**config.mk**
```make
export PLATFORM = sky130hd
export DESIGN_NAME = dma_burst_splitter
export DESIGN_NICKNAME = d
export VERILOG_FILES = /design/src/rtl/dma_split_pkg.sv /design/src/rtl/dma_txn_counter.sv /design/src/rtl/dma_burst_splitter.sv
export SDC_FILE = /design/constraint.sdc
export NUM_CORES = 1
export LEC_CHECK = 0
export ABC_AREA = 1
export BUFFER_PORTS_ARGS = -buffer_cell sky130_fd_sc_hd__buf_2
export CORE_UTILIZATION = 45
export DETAILED_ROUTE_END_ITERATION = 16
export PLACE_DENSITY = 0.7
export SYNTH_ARGS = -nofsm -noshare
export SYNTH_HDL_FRONTEND = slang
export SYNTH_SLANG_ARGS = --single-unit
```
**constraint.sdc**
```tcl
create_clock -name clk_i -period 5.85 [get_ports clk_i]
set_input_delay 0 -clock clk_i [delete_from_list [all_inputs] [get_ports clk_i]]
set_output_delay 0 -clock clk_i [all_outputs]
set_load 0.01 [all_outputs]
```
**src/rtl/dma_split_pkg.sv**
```systemverilog
// Shared types and cluster-level defaults for the DMA read burst splitter.
package dma_split_pkg;

    // Cluster configuration defaults the splitter parameters derive from.
    localparam int unsigned CLUSTER_AXI_AW     = 32;
    localparam int unsigned CLUSTER_AXI_DW     = 64;
    localparam int unsigned CLUSTER_AXI_IW     = 6;
    localparam int unsigned DMA_MAX_BURST_SIZE = 2048;
    localparam int unsigned DMA_MAX_N_TXNS     = 64;

    // Bytes per data beat at the cluster default data width.
    localparam int unsigned BEAT_BYTES = CLUSTER_AXI_DW / 8;

    typedef enum logic [1:0] {
        ST_IDLE  = 2'd0,
        ST_ISSUE = 2'd1,
        ST_DRAIN = 2'd2
    } split_state_e;

    // 1D transfer descriptor as presented by the DMA frontend.
    typedef struct packed {
        logic [CLUSTER_AXI_AW-1:0] addr;
        logic [31:0]               len;
        logic [CLUSTER_AXI_IW-1:0] id;
    } dma_desc_t;

endpackage

```
**src/rtl/dma_txn_counter.sv**
```systemverilog
// Saturating up/down counter of outstanding read bursts with full/empty flags.
module dma_txn_counter #(
    parameter int unsigned MAX_TXNS = 64
) (
    input  logic clk_i,
    input  logic rst_i,
    input  logic inc_i,
    input  logic dec_i,
    output logic full_o,
    output logic empty_o,
    output logic full_nxt_c
);

    localparam int unsigned CW = $clog2(MAX_TXNS + 1);

    logic [CW-1:0] cnt_q;
    logic [CW-1:0] cnt_d;

    // Simultaneous inc/dec cancel; decrement at zero and increment at max are ignored.
    always_comb begin
        cnt_d = cnt_q;
        if (inc_i && !dec_i && (cnt_q != CW'(MAX_TXNS))) begin
            cnt_d = cnt_q + CW'(1);
        end else if (dec_i && !inc_i && (cnt_q != '0)) begin
            cnt_d = cnt_q - CW'(1);
        end
    end

    assign full_nxt_c = (cnt_d == CW'(MAX_TXNS));

    // Count register with registered flags.
    always_ff @(posedge clk_i) begin
        if (rst_i) begin
            cnt_q   <= '0;
            full_o  <= 1'b0;
            empty_o <= 1'b1;
        end else begin
            cnt_q   <= cnt_d;
            full_o  <= full_nxt_c;
            empty_o <= (cnt_d == '0);
        end
    end

endmodule

```
**src/rtl/dma_burst_splitter.sv**
```systemverilog
// Splits a 1D read descriptor into AXI INCR AR bursts that never cross a
// MAX_BURST_BYTES boundary, bounding in-flight bursts to MAX_TXNS.
// Optional statistics counters: define DMA_BURST_STATS_EN.
module dma_burst_splitter #(
    parameter int unsigned AXI_AW          = dma_split_pkg::CLUSTER_AXI_AW,
    parameter int unsigned AXI_DW          = dma_split_pkg::CLUSTER_AXI_DW,
    parameter int unsigned AXI_IW          = dma_split_pkg::CLUSTER_AXI_IW,
    parameter int unsigned MAX_BURST_BYTES = dma_split_pkg::DMA_MAX_BURST_SIZE,
    parameter int unsigned MAX_TXNS        = dma_split_pkg::DMA_MAX_N_TXNS
) (
    input  logic              clk_i,
    input  logic              rst_i,
    input  logic              req_valid_i,
    output logic              req_ready_o,
    input  logic [AXI_AW-1:0] req_addr_i,
    input  logic [31:0]       req_len_i,
    input  logic [AXI_IW-1:0] req_id_i,
    output logic              ar_valid_o,
    input  logic              ar_ready_i,
    output logic [AXI_AW-1:0] ar_addr_o,
    output logic [7:0]        ar_len_o,
    output logic [2:0]        ar_size_o,
    output logic [1:0]        ar_burst_o,
    output logic [AXI_IW-1:0] ar_id_o,
    input  logic              r_done_i,
    output logic              busy_o,
    output logic              done_o,
    output logic              err_o,
    output logic [31:0]       stat_bursts_o,
    output logic [31:0]       stat_stalls_o
);

    import dma_split_pkg::*;

    localparam int unsigned BEAT_B   = AXI_DW / 8;
    localparam int unsigned BEAT_LSB = $clog2(BEAT_B);

    // Bytes of the next burst: up to the next MAX_BURST_BYTES boundary, capped by what remains.
    function automatic logic [31:0] burst_bytes(input logic [AXI_AW-1:0] a,
                                                input logic [31:0]       rem);
        logic [31:0] room;
        room = 32'(MAX_BURST_BYTES) - 32'(a & AXI_AW'(MAX_BURST_BYTES - 1));
        return (rem < room) ? rem : room;
    endfunction

    // AXI length field (beats - 1); an empty burst encodes as 0.
    function automatic logic [7:0] beats_m1(input logic [31:0] bytes);
        logic [31:0] beats;
        beats = bytes >> BEAT_LSB;
        return (beats == 32'd0) ? 8'd0 : 8'(beats - 32'd1);
    endfunction

    split_state_e      state_q, state_d;
    logic [AXI_AW-1:0] addr_q, addr_d;
    logic [31:0]       rem_q, rem_d;
    logic [AXI_IW-1:0] id_q, id_d;
    logic [7:0]        ar_len_q, ar_len_d;
    logic              ar_valid_q, ar_valid_d;
    logic              busy_q;
    logic              done_q, done_d;
    logic              err_q, err_d;

    logic              ar_hs_c;
    logic              misaligned_c;
    logic [31:0]       bytes_c;
    logic              cnt_full;
    logic              cnt_empty;
    logic              cnt_full_nxt_c;

    assign ar_hs_c      = ar_valid_q && ar_ready_i;
    assign bytes_c      = burst_bytes(addr_q, rem_q);
    assign misaligned_c = ((req_addr_i & AXI_AW'(BEAT_B - 1)) != '0) ||
                          ((req_len_i  & 32'(BEAT_B - 1))     != 32'd0);

    dma_txn_counter #(
        .MAX_TXNS (MAX_TXNS)
    ) u_txn_counter (
        .clk_i      (clk_i),
        .rst_i      (rst_i),
        .inc_i      (ar_hs_c),
        .dec_i      (r_done_i),
        .full_o     (cnt_full),
        .empty_o    (cnt_empty),
        .full_nxt_c (cnt_full_nxt_c)
    );

    // State register.
    always_ff @(posedge clk_i) begin
        if (rst_i) begin
            state_q <= ST_IDLE;
        end else begin
            state_q <= state_d;
        end
    end

    // Next-state logic.
    always_comb begin
        state_d = state_q;
        unique case (state_q)
            ST_IDLE: begin
                if (req_valid_i && !misaligned_c && (req_len_i != 32'd0)) begin
                    state_d = ST_ISSUE;
                end
            end
            ST_ISSUE: begin
                if (ar_hs_c && (rem_q == bytes_c)) begin
                    state_d = ST_DRAIN;
                end
            end
            ST_DRAIN: begin
                if (cnt_empty) begin
                    state_d = ST_IDLE;
                end
            end
            default: state_d = ST_IDLE;
        endcase
    end

    // Next values of the descriptor walk and registered outputs.
    always_comb begin
        addr_d = addr_q;
        rem_d  = rem_q;
        id_d   = id_q;
        done_d = 1'b0;
        err_d  = 1'b0;
        unique case (state_q)
            ST_IDLE: begin
                if (req_valid_i) begin
                    if (misaligned_c) begin
                        err_d = 1'b1;
                    end else if (req_len_i == 32'd0) begin
                        done_d = 1'b1;
                    end else begin
                        addr_d = req_addr_i;
                        rem_d  = req_len_i;
                        id_d   = req_id_i;
                    end
                end
            end
            ST_ISSUE: begin
                if (ar_hs_c) begin
                    addr_d = addr_q + AXI_AW'(bytes_c);
                    rem_d  = rem_q - bytes_c;
                end
            end
            ST_DRAIN: begin
                done_d = cnt_empty;
            end
            default: ;
        endcase
        // Valid only drops via a handshake that fills the counter, so it is never withdrawn early.
        ar_valid_d = (state_d == ST_ISSUE) && !cnt_full_nxt_c;
        ar_len_d   = beats_m1(burst_bytes(addr_d, rem_d));
    end

    // Datapath and output registers.
    always_ff @(posedge clk_i) begin
        if (rst_i) begin
            addr_q     <= '0;
            rem_q      <= '0;
            id_q       <= '0;
            ar_len_q   <= '0;
            ar_valid_q <= 1'b0;
            busy_q     <= 1'b0;
            done_q     <= 1'b0;
            err_q      <= 1'b0;
        end else begin
            addr_q     <= addr_d;
            rem_q      <= rem_d;
            id_q       <= id_d;
            ar_len_q   <= ar_len_d;
            ar_valid_q <= ar_valid_d;
            busy_q     <= (state_d != ST_IDLE);
            done_q     <= done_d;
            err_q      <= err_d;
        end
    end

    assign req_ready_o = (state_q == ST_IDLE);
    assign ar_valid_o  = ar_valid_q;
    assign ar_addr_o   = addr_q;
    assign ar_len_o    = ar_len_q;
    assign ar_id_o     = id_q;
    assign ar_size_o   = 3'(BEAT_LSB);
    assign ar_burst_o  = 2'b01;
    assign busy_o      = busy_q;
    assign done_o      = done_q;
    assign err_o       = err_q;

`ifdef DMA_BURST_STATS_EN
    logic [31:0] stat_bursts_q;
    logic [31:0] stat_stalls_q;

    // Free-running, wrapping handshake and outstanding-limit stall counters.
    always_ff @(posedge clk_i) begin
        if (rst_i) begin
            stat_bursts_q <= '0;
            stat_stalls_q <= '0;
        end else begin
            if (ar_hs_c) begin
                stat_bursts_q <= stat_bursts_q + 32'd1;
            end
            if ((state_q == ST_ISSUE) && cnt_full) begin
                stat_stalls_q <= stat_stalls_q + 32'd1;
            end
        end
    end

    assign stat_bursts_o = stat_bursts_q;
    assign stat_stalls_o = stat_stalls_q;
`else
    assign stat_bursts_o = 32'd0;
    assign stat_stalls_o = 32'd0;
`endif

endmodule

```
=== Yosys cells after proc, flatten, opt, wreduce, memory -nomap -nowiden ===
Cells that the tools add are included.

* Word-level logic and storage cells: 86
* Output and inout bits: 120
* Register bits after elaboration: 92
* Input bits: 75

* Order comparisons: 2
* Multiplexer cells: 23
* Reduce and logical (&&, ||, !) cells: 28
* Eq/ne operators: 10
* Add/sub/neg operators: 7
* Bitwise gates (word level): 4

{| class="wikitable"
|+ Operators with widths
! kind !! count
|-
| $mux 32 || 10
|-
| $pmux 32 s2 || 2
|-
| $reduce_bool 32->1 || 3
|-
| $logic_not 32->1 || 2
|-
| $lt 32x32->1 || 2
|-
| $add 32x32->32 || 1
|-
| $eq 32x32->1 || 1
|-
| $sub 32x32->32 || 1
|-
| $sub 12x11->13 const A || 2
|-
| $mux 7 || 2
|-
| $logic_and 1x1->1 || 9
|-
| $ne 2x2->1 const B || 4
|-
| $sub 8x1->8 const B || 1
|-
| $add 7x1->7 const B || 1
|-
| $eq 7x7->1 const B || 1
|-
| $logic_not 7->1 || 1
|-
| $ne 7x7->1 const B || 1
|-
| $reduce_bool 7->1 || 1
|-
| $sub 7x1->7 const B || 1
|-
| $mux 2 || 3
|-
| $pmux 2 s3 || 1
|-
| $reduce_and 5->1 || 1
|-
| $eq 2x1->1 const B || 2
|-
| $logic_not 1->1 || 4
|-
| other kinds (10) || 17
|}

=== Depth between registers and ports, before layout ===
* Depth in word-level cells: 11
* Mapped depth: 47
* Depth with buffers taken out: 47

=== Modules after synthesis ===
From an unflattened synthesis, not the netlist that was laid out.

* Cells, all modules: 1658
* Area total of the unflattened synthesis: 10068.4 µm²

{| class="wikitable"
|+ By module, submodules not included
! module !! area each (µm²) !! cells each !! sequential area each (µm²) !! times used
|-
| dma_burst_splitter || 9278.9 || 1526 || 1681.6 || 1
|-
| dma_txn_counter || 789.5 || 132 || 180.2 || 1
|}

=== Worst setup path after synthesis ===
OpenSTA, ideal clock, no wires.

* Path kind: register to register
* From: register addr_q[0], in the netlist ar_addr_o[0]
* To: register ar_len_q[2], in the netlist ar_len_o[2]
* Buffers on the path: 1
* Arrival time: 6.274 ns
* Path slack: -0.491 ns
* Required time: 5.784 ns
* Period minus slack after synthesis: 6.341 ns
* Stages on the path, launching flop included: 37
* Library setup time: 0.066 ns
* Cells stage by stage: dfxtp_1 nor3_1 nand4_1 nor2_1 nand3_1 nor2_1 nand2_1 ha_1 a2111oi_0 o21ai_0 nor3_1 nand2_1 clkbuf_1 o21ai_0 inv_1 fa_1 nand3b_1 nand2_1 a21oi_1 o21ai_0 a21oi_1 o21ai_0 nand2_1 nor2_1 inv_1 nor2_1 nand3_1 ha_1 a21oi_1 o21ai_0 nor2_4 nand3_4 nand2_1 nand2_1 ha_1 or2_1 a21oi_2

* Cells in the longest elaborated chain, start to end: 11
* Elaborated cells between the ends (all ways): 18
* Those cells by class: add/sub (5); order compare (2); mux (9); reduce/logical (2)

{| class="wikitable"
|+ Ends and longest elaborated chain
! item !! line !! text
|-
| start: declaration || dma_burst_splitter.sv:54 || <nowiki>logic [AXI_AW-1:0] addr_q, addr_d;</nowiki>
|-
| start signal: assignment || dma_burst_splitter.sv:168 || <nowiki>addr_q <= addr_d;</nowiki>
|-
| $sub 12x11->13 || dma_burst_splitter.sv:42 || <nowiki>room = 32'(MAX_BURST_BYTES) - 32'(a & AXI_AW'(MAX_BURST_BYTES - 1));</nowiki>
|-
| $lt 32x32->1 || dma_burst_splitter.sv:43 || <nowiki>return (rem < room) ? rem : room;</nowiki>
|-
| $mux 32 || dma_burst_splitter.sv:43 ||
|-
| $add 32x32->32 || dma_burst_splitter.sv:142 || <nowiki>addr_d = addr_q + AXI_AW'(bytes_c);</nowiki>
|-
| $mux 32 || dma_burst_splitter.sv:141 || <nowiki>if (ar_hs_c) begin</nowiki>
|-
| $pmux 32 s2 || dma_burst_splitter.sv:126 || <nowiki>unique case (state_q)</nowiki>
|-
| $sub 12x11->13 || dma_burst_splitter.sv:42 ||
|-
| $lt 32x32->1 || dma_burst_splitter.sv:43 ||
|-
| $mux 32 (*) || dma_burst_splitter.sv:43 ||
|-
| branches (longest 2 deep; another with $sub 8x1->8) || n/a ||
|-
| end signal: assignment || dma_burst_splitter.sv:171 || <nowiki>ar_len_q <= ar_len_d;</nowiki>
|-
| end: declaration || dma_burst_splitter.sv:57 || <nowiki>logic [7:0] ar_len_q, ar_len_d;</nowiki>
|}

Mark *: on every way between the ends. The select of a mux whose other input is x is not followed.
A chain may end at the register's enable or synchronous reset.

=== Worst setup path in the final report ===
* From: register addr_q[2], in the netlist ar_addr_o[2]
* To: register ar_len_q[7], in the netlist ar_len_o[7]

The elaborated chain is that of the path after synthesis.

==> impl_metrics.env <==
export IMPL_coreArea_um2=21300
export IMPL_path_class="reg2reg"
export IMPL_vdd_drop_max_uv=170
export IMPL_ioPinCount=195
export IMPL_first_iter_violations=785
export IMPL_tritoncts="yes"
export IMPL_power_density_nw_per_um2=167
export IMPL_start_kind="flip-flop"
export IMPL_slew_headroom_pct=41.6
export IMPL_wl_mm=34.7
export IMPL_setup_viol=8
export IMPL_gr_total_overflow=0
export IMPL_tightest_slew_ns=0.875
export IMPL_ant_nets=0
export IMPL_min_period_ns=6.15
export IMPL_rsz0062_at_grt="yes"
export IMPL_clock_latency_ns=0.37
export IMPL_path_max_fanout=6
export IMPL_final_hold_violation_count=0
export IMPL_violations="setup timing"
export IMPL_antenna_found_initial=1
export IMPL_hpwlAfterDp_mm=26.8
export IMPL_yosys_most_used_dff="dfxtp_1"
export IMPL_grt_pass1_wl_mm=54.1
export IMPL_yosys_area_top_type="dfxtp_1"
export IMPL_ctsHtreeMaxLevel=3
export IMPL_die_h_um=150
export IMPL_area_delta_synth_final_pct=32.2
export IMPL_combPwrFrac_pct=39.8
export IMPL_ys_seq_area_share_pct=18.6
export IMPL_fin_cells=2252
export IMPL_required_ns=6.14
export IMPL_ys_ff_latch=92
export IMPL_timing_final_ws_setup_ns=-0.303
export IMPL_synth_most_common_cell="nand2_1"
export IMPL_drv_cap=0
export IMPL_cp_common_cell="a21oi_2"
export IMPL_fin_nets=2122
export IMPL_seq_power_share_pct=32.3
export IMPL_start_util_pct=46.4
export IMPL_clk_pin_slew_ns=0.09
export IMPL_maxSlewViolCount=0
export IMPL_synth_area_um2=9880
export IMPL_syn_inst=1620
export IMPL_cts_buffers=9
export IMPL_max_freq_mhz=163
export IMPL_synth_warnings=0
export IMPL_p_int_uw=1330
export IMPL_clock_path_buffers=2
export IMPL_drt_first_pass_iters=5
export IMPL_io_buffers=125
export IMPL_p_sw_uw=848
export IMPL_synthArstFlopShare_pct=0
export IMPL_critical_path_slowest_cell="dfxtp_4"
export IMPL_status="complete, but fails checks"
export IMPL_dieArea_um2=22500
export IMPL_clock_sinks=92
export IMPL_hold_slack_ns=0.0471
export IMPL_netlist_area_leader_share_pct=18.6
export IMPL_cp_end_kind="flip-flop"
export IMPL_drt_drc_violations_left=0
export IMPL_globalplace_congestion=0.974
export IMPL_timing_final_crit_share_pct=105
export IMPL_hp_class="in2reg"
export IMPL_viasPerCell=5.22
export IMPL_synth_edf_count=0
export IMPL_grt_max_degree=62
export IMPL_finClkSkew_ns=0.0208
export IMPL_arrival_ns=6.44
export IMPL_row_count=53
export IMPL_crit_path_max_incr_delay_ns=0.36
export IMPL_drive_gt1_share_pct=25.5
export IMPL_p_leak_uw=0.00699
export IMPL_switching_share_pct=39.0
export IMPL_num_vias=11800
export IMPL_dp_cells=2189
export IMPL_synth_cell_types=58
export IMPL_grt_use_total_pct=30.8
export IMPL_diodes=0
export IMPL_p_clk_share_pct=28.0
export IMPL_routedWlPerCell_um=15.4
export IMPL_die_width_um=150
export IMPL_synth_area_leaders="dfxtp_1 (19%), nand2_1 (14%), ha_1 (9.2%), inv_1 (8.4%), nor2_1 (7.1%)"
export IMPL_grt_pass1_vias=10900
export IMPL_clock_root_buffer="clkbuf_16"
export IMPL_syn_area_per_cell_um2=6.10
export IMPL_nFillCells=2033
export IMPL_synthTopCellsByCount="nand2_1 (372), inv_1 (222), nor2_1 (188), a21oi_1 (124), nand3_1 (93)"
final cells by class:
class	instances	area, µm²	share of cell area, %
repair buffers	360	2470	18.9
multi-input cells	1275	7210	55.2
clock buffers	9	225	1.72
well taps	275	344	2.64
clock inverters	7	70.1	0.537
inverters	234	886	6.78
flip-flops and latches	92	1850	14.2
stage by stage:
step                utilization [%]  worst slack [ns]  setup TNS [ns]  cell area [µm²]  power [µW]
floorplan                         -          -0.00446        -0.00892            10300        1270
global route                   61.3            -0.702           -5.38            13100        2300
finish                         61.3            -0.303           -2.28            13100        2170
detailed placement             56.4            -0.577           -4.51            12000        1500
global placement               56.4            -0.429           -3.32            12000        1490
CTS                            60.4            -0.330           -2.52            12900        2150
worst paths after layout:
kind                               startpoint     endpoint  slack, ns  cells past startpoint
worst max register to register   ar_addr_o[2]  ar_len_o[7]      -0.30                     39
worst min register to register     ar_id_o[5]   ar_id_o[5]       0.50                      2
worst max-delay path             ar_addr_o[2]  ar_len_o[7]      -0.30                     39
worst min-delay path            req_len_i[14]    rem_q[14]       0.05                      3
sequential cells by signal, indices dropped and copies added (netlist names):
register,cells
ar_id_o,6
ar_len_o,8
ar_addr_o,32
done_o,1
busy_o,1
ar_valid_o,1
rem_q,32
state_q,2
u_txn_counter.empty_o,1
u_txn_counter.cnt_q,7
err_o,1
cells in the final DEF, fill, tap and decap left out, drive strengths merged, types with 22 or more instances in the layout:
master,count
a21oi,131
a22oi,22
buf,332
conb,88
dfxtp,92
dlygate4sd3,28
ha,73
inv,234
nand2,392
nand3,95
nand4,32
nor2,204
o21ai,84
xor2,22
cell families (layout without fill, tap and decap cells):
logic type / count (synthesis) / after routing / synth area share [%]
compound gates: 307 / 307 / 18.4
xor+xnor: 32 / 32 / 2.84
fa+ha+maj: 75 / 75 / 9.65
buf+inv: 339 / 610 / 15.8
flops: 92 / 92 / 18.6
other cells: 2 / 88 / 0.0760
simple gates: 773 / 773 / 34.6
power groups by stage:
| stage | sequential, µW | clock (µW) | combinational [µW] |
|---|---|---|---|
| after global routing | 706 | 639 | 960 |
| after detailed placement | 714 | 0 | 786 |
| final | 701 | 609 | 864 |
| after global placement | 715 | 0 | 780 |
| after CTS | 701 | 615 | 835 |
| after floorplan | 719 | 0 | 555 |
repair_timing:
action,CTS,global route
setup endpoints to repair,8,11
resized for setup,40,40
endpoints found under the hold margin,28,0
hold buffers,28,0
buffers inserted,14,5
pin swaps,27,23
worst max-delay path, delay by kind of cell (launching register included):
kind,cells,cell delay [ns]
and+or+nand+nor,23,2.73
AOI/OAI and AO/OA,10,1.74
adders and majority gates,3,0.81
buffers and inverters,3,0.45
DFF,1,0.36
metal layers:
metal	wire length, µm	up-vias	GRT usage (%)
met1	15400	5360	40.7
met5	13	-	0
met2	15600	480	50.2
met4	950	2	10.6
met3	2730	59	5.36
li1	-	5850	-
Note: power is estimated with default switching activity, not from simulation.
